[config.mk]
export PLATFORM = sky130hd
export DESIGN_NAME = bus_xfer_ctrl
export DESIGN_NICKNAME = d
export VERILOG_FILES = /design/src/rtl/bus_xfer_ctrl.sv
export SDC_FILE = /design/constraint.sdc
export NUM_CORES = 1
export LEC_CHECK = 0
export BUFFER_PORTS_ARGS = -buffer_cell sky130_fd_sc_hd__buf_4
export CAP_MARGIN = 20
export CORE_MARGIN = 10
export CORE_UTILIZATION = 29
export DETAILED_ROUTE_END_ITERATION = 10
export SETUP_SLACK_MARGIN = 0.05
export SLEW_MARGIN = 20
export SYNTH_ARGS = -nofsm -noshare
export SYNTH_HDL_FRONTEND = slang
export SYNTH_SLANG_ARGS = --single-unit
[constraint.sdc]
create_clock -name clk -period 3.1 [get_ports clk]
set_clock_uncertainty 0.2 [all_clocks]
set_input_delay 0.465 -clock clk [delete_from_list [all_inputs] [get_ports clk]]
set_output_delay 0.465 -clock clk [all_outputs]
set_load 0.01 [all_outputs]
[src/rtl/bus_xfer_ctrl.sv]
// Register-to-register transfer sequencer over the shared datapath bus.
// Moves read a source via LDBUS/BOUT, then write the destination via BIN/WR; increments pulse INC.
module bus_xfer_ctrl #(
    parameter int unsigned N_REGS = 8,
    parameter int unsigned DATA_W = 16,
    parameter int unsigned ADDR_W = 4
) (
    input  logic                       clk,
    input  logic                       RST,
    input  logic                       REQ,
    input  logic                       OP,
    input  logic [ADDR_W-1:0]          SRC,
    input  logic [ADDR_W-1:0]          DST,
    input  logic [N_REGS*DATA_W-1:0]   BUS_RD,
    output logic [DATA_W-1:0]          BIN,
    output logic [N_REGS-1:0]          LDBUS,
    output logic [N_REGS-1:0]          WR,
    output logic [N_REGS-1:0]          INC,
    output logic                       BUSY,
    output logic                       DONE,
    output logic                       ERR
);

    typedef enum logic [2:0] {IDLE, LOAD, CAPT, WRITE, INCR, FIN} state_t;

    localparam logic [N_REGS-1:0] ONE_HOT0 = N_REGS'(1);

    state_t              state, state_d;
    logic [ADDR_W-1:0]   src_q, src_d, dst_q, dst_d;
    logic [DATA_W-1:0]   data_q, data_d;
    logic [N_REGS-1:0]   ldbus_d, wr_d, inc_d;
    logic                busy_d, done_d, err_d;
    logic                src_ok, dst_ok;

    assign src_ok = (32'(SRC) < N_REGS);
    assign dst_ok = (32'(DST) < N_REGS);

    // State, latched indices, captured data and registered strobes.
    always_ff @(posedge clk) begin
        if (RST) begin
            state  <= IDLE;
            src_q  <= '0;
            dst_q  <= '0;
            data_q <= '0;
            LDBUS  <= '0;
            WR     <= '0;
            INC    <= '0;
            BUSY   <= 1'b0;
            DONE   <= 1'b0;
            ERR    <= 1'b0;
        end else begin
            state  <= state_d;
            src_q  <= src_d;
            dst_q  <= dst_d;
            data_q <= data_d;
            LDBUS  <= ldbus_d;
            WR     <= wr_d;
            INC    <= inc_d;
            BUSY   <= busy_d;
            DONE   <= done_d;
            ERR    <= err_d;
        end
    end

    // Next state plus next strobe values decoded from the state being entered.
    always_comb begin
        state_d = state;
        src_d   = src_q;
        dst_d   = dst_q;
        data_d  = data_q;
        ldbus_d = '0;
        wr_d    = '0;
        inc_d   = '0;
        busy_d  = 1'b0;
        done_d  = 1'b0;
        err_d   = 1'b0;

        unique case (state)
            IDLE: begin
                if (REQ) begin
                    if (!OP && src_ok && dst_ok) begin
                        src_d   = SRC;
                        dst_d   = DST;
                        state_d = LOAD;
                    end else if (OP && dst_ok) begin
                        dst_d   = DST;
                        state_d = INCR;
                    end else begin
                        err_d = 1'b1;
                    end
                end
            end
            LOAD:  state_d = CAPT;
            CAPT: begin
                state_d = WRITE;
                data_d  = BUS_RD[32'(src_q)*DATA_W +: DATA_W];
            end
            WRITE: state_d = FIN;
            INCR:  state_d = FIN;
            FIN:   state_d = IDLE;
            default: state_d = IDLE;
        endcase

        unique case (state_d)
            LOAD, CAPT: begin
                ldbus_d = ONE_HOT0 << src_d;
                busy_d  = 1'b1;
            end
            WRITE: begin
                wr_d   = ONE_HOT0 << dst_d;
                busy_d = 1'b1;
            end
            INCR: begin
                inc_d  = ONE_HOT0 << dst_d;
                busy_d = 1'b1;
            end
            FIN:     done_d = 1'b1;
            default: ;
        endcase
    end

    assign BIN = data_q;

endmodule

==> impl_metrics.tcl <==
set metrics [dict create \
    critPathArrivalTime_ns 2.26 \
    rsz0062_at_grt "no" \
    hold-worst-slack_ns 0.227 \
    crit_path_cell_trace "or4b_4 -> nor3_4 -> mux2i_1 -> nor2_1" \
    antennaDiodeCount 0 \
    worst_setup_path_end_kind "register" \
    cp.required_ns 3.08 \
    drv_cap 0 \
    fill_cells 914 \
    cts_hold_buf 0 \
    max-slew-margin-rel 0.517 \
    area_growth_syn_to_layout_pct 56.4 \
    setup_tns_ns 0 \
    synth_area_um2 2820 \
    initial_utilization 0.301 \
    worstSetupPathType "reg -> reg" \
    sum_of_net_half_perimeters_after_detailed_placement_um 9480 \
    synth_top_area_cell "sky130_fd_sc_hd__dfxtp_1" \
    core_area_um2 9370 \
    clock_latency_ns 0.31 \
    die-area_um2 14100 \
    layout_worst_path_cycle_share 0.737 \
    grt_first_pass_wirelength_um 17400 \
    postSynth.topFlopCell "sky130_fd_sc_hd__dfxtp_1" \
    ys_warn_count 0 \
    drcViolationCount 0 \
    drt_first_iter_violations 153 \
    period_minus_slack_ns 2.28 \
    antenna_viol_nets_final 0 \
    gp_congestion 0.800 \
    avgViaCountPerCell 5.00 \
    postCtsSetupRepairBufs 0 \
    detailed_place.area_um2 4320 \
    synth.distinct_cells 37 \
    design_area_um2 4410 \
    hold_viol 0 \
    critical_path.n_buffers_inverters 0 \
    fp.dieW_um 119 \
    globalRoute.busiestLayer "met2" \
    leakage_power_total_nw 1.91 \
    groute.layer.met3.usage 0.0505 \
    dpl_worst_slack_ns 0.744 \
    setup_violations 0 \
    area_share_of_the_largest_cell_type_after_synthesis 0.383 \
    postSynthNetCount 413 \
    max_stage_delay_ns 0.64 \
    synth.avg_cell_area_um2 10.3 \
    final_layout_size_suffix_gt1_frac 0.519 \
    status "complete, no violations" \
    critical-path-slowest-cell "sky130_fd_sc_hd__or4b_4" \
    die_h_um 119 \
    post_cts_resize_count 0 \
    top_level_ports 183 \
    finalWorstSetupSlack_ns 0.816 \
    max_freq_mhz 438 \
    vias 2891 \
    cts_buffers 5 \
    synth_enable_flop_cells 0 \
    postSynthRegisterBits 54 \
    gr-usage-met1 0.179 \
    pin_count_of_the_biggest_net_entering_global_routing 29 \
    cts_max_level 2 \
    synth_area_leaders "sky130_fd_sc_hd__dfxtp_1 38%, sky130_fd_sc_hd__mux4_2 26%, sky130_fd_sc_hd__nand2_1 5.7%" \
    first_global_vias 2954 \
    wire_per_inst_um 19.6 \
    grt_antenna_before_repair 0 \
    yosysSeqAreaShare 0.383 \
    fin_nets 588 \
    final_cell_utilization_of_the_core 0.471 \
    grt_overflow_total 0 \
    async_set_or_reset_register_ratio_after_synthesis 0 \
    crit_path_max_fanout 10 \
    detailed_router_iteration_count_before_antenna_repair 4 \
    clock_tree.buffer_depth 2 \
    ir_worst_vdd_mv 0.252 \
    class_of_the_most_critical_hold_timing_path "in -> reg" \
    tritoncts "yes" \
    total_of_buffers_placed_on_input_and_output_ports 182 \
    numClockSinks 54 \
    placementRows 35 \
    worst_margin_pin_slew_ns 0.717 \
    cts-root-buf "sky130_fd_sc_hd__clkbuf_8" \
    routed_wl_um 11300 \
    worst_setup_start_kind "register" \
    synthesis.instances 273 \
    slew_violations 0 \
    cellPowerDensity_nw_per_um2 337 \
    critPathTopFamily "simple AND/OR/NAND/NOR gates" \
    grt_util_all_layers 0.151 \
    grt_use_met2 0.268 \
    clk_transition_reported_paths_ns 0.10 \
]
## Yosys cell counts (all sizes together), types with 2 or more instances
library cell and number:
dfxtp 54, nand2 43, nor2 33, mux4 32, a22oi 16, clkbuf 11
nor2b 9, a21oi 8, buf 8, nor3 7, o21ai 7, mux2i 6
a31oi 4, inv 4, nand4 4, nand3 3, nor3b 3, nor4b 3
nand2b 2, nand3b 2, or3 2
## worst paths after layout
check | startpoint | endpoint | cells after the start | slack [ns]
setup / recovery | state[2]$_SDFF_PP0_ | WR[6]$_SDFF_PP0_ | 4 | 0.82
hold / removal | SRC[0] | src_q[0]$_SDFF_PP0_ | 3 | 0.23
setup reg to reg | state[2]$_SDFF_PP0_ | WR[6]$_SDFF_PP0_ | 4 | 0.82
hold reg to reg | BIN[2]$_SDFFE_PP0N_ | BIN[2]$_SDFFE_PP0N_ | 2 | 0.24
## placed cells by master, fill, tap and decap left out, types with 2 or more instances in the layout
cell                         n
sky130_fd_sc_hd__inv_1       4
sky130_fd_sc_hd__nor2_1     32
sky130_fd_sc_hd__buf_12      2
sky130_fd_sc_hd__o21ai_0     7
sky130_fd_sc_hd__a22oi_1    16
sky130_fd_sc_hd__nor3b_1     3
sky130_fd_sc_hd__nor3_1      6
sky130_fd_sc_hd__buf_4     185
sky130_fd_sc_hd__a31oi_1     4
sky130_fd_sc_hd__nor4b_2     2
sky130_fd_sc_hd__clkbuf_8    5
sky130_fd_sc_hd__nand4_1     4
sky130_fd_sc_hd__nor2b_1     9
sky130_fd_sc_hd__dfxtp_1    53
sky130_fd_sc_hd__nand2_1    43
sky130_fd_sc_hd__nand3_1     3
sky130_fd_sc_hd__nand2b_1    2
sky130_fd_sc_hd__nand3b_1    2
sky130_fd_sc_hd__or3_1       2
sky130_fd_sc_hd__mux2i_1     6
sky130_fd_sc_hd__mux4_2     32
sky130_fd_sc_hd__a21oi_1     8
## stage by stage
| step | cells | total power, W |
|---|---|---|
| 5_1_grt | 578 | 0.00156 |
| 2_1_floorplan | 273 | 0.000915 |
| 3_5_place_dp | 570 | 0.00112 |
| 4_1_cts | 578 | 0.00150 |
| 6_report | 578 | 0.00149 |
| 3_3_place_gp | 570 | 0.00111 |
## worst min-delay path: cells and delay by family
family,cells,cell delay [ns]
buffers and inverters,1,0.13
AND/OR/NAND/NOR,1,0.05
AO/OA/AOI/OAI,1,0.05
## per-layer routing
layer / routed length [um] / vias up / part of all wire
li1: - / 1360 / -
met1: 4560 / 1387 / 0.40
met2: 5690 / 140 / 0.50
met3: 1040 / 4 / 0.092
met4: 18 / 0 / 0.0016
met5: 0 / - / 0
## registers in the layout (all words and copies together) (netlist names)
signal and count:
dst_q 4, state 3, ERR 1, BUSY 1
DONE 1, BIN 16, src_q 4, INC 8
WR 8, LDBUS 8
## area by class of cell
type / instances / area, um^2 / area share
clock buffer: 5 / 68.8 / 0.0156
timing repair buffer: 187 / 1430 / 0.324
sequential: 54 / 1080 / 0.245
clock inverter: 3 / 21.3 / 0.00482
multi-input combinational: 196 / 1640 / 0.371
inverter: 4 / 15.0 / 0.00340
tap: 129 / 161 / 0.0366
## cell families (layout without fill, tap and decap cells)
| logic type | after synthesis | in the layout | share of synthesized area |
|---|---|---|---|
| AO/OA/AOI/OAI | 42 | 42 | 0.0980 |
| XOR/XNOR | 1 | 1 | 0.00310 |
| multiplexers | 38 | 38 | 0.277 |
| flip-flops | 54 | 54 | 0.383 |
| AND/OR/NAND/NOR | 115 | 115 | 0.201 |
| buffers and inverters | 23 | 199 | 0.0381 |
## power by group
part	leakage (nW)	switching, W	total (W)	internal, W
sequential	0.437	0.0000233	0.000743	0.000720
clock	0.0441	0.000228	0.000387	0.000159
combinational	1.43	0.000140	0.000359	0.000219
total	1.91	0.000391	0.00149	0.00110
No activity file was read; power rests on OpenSTA's default activity.
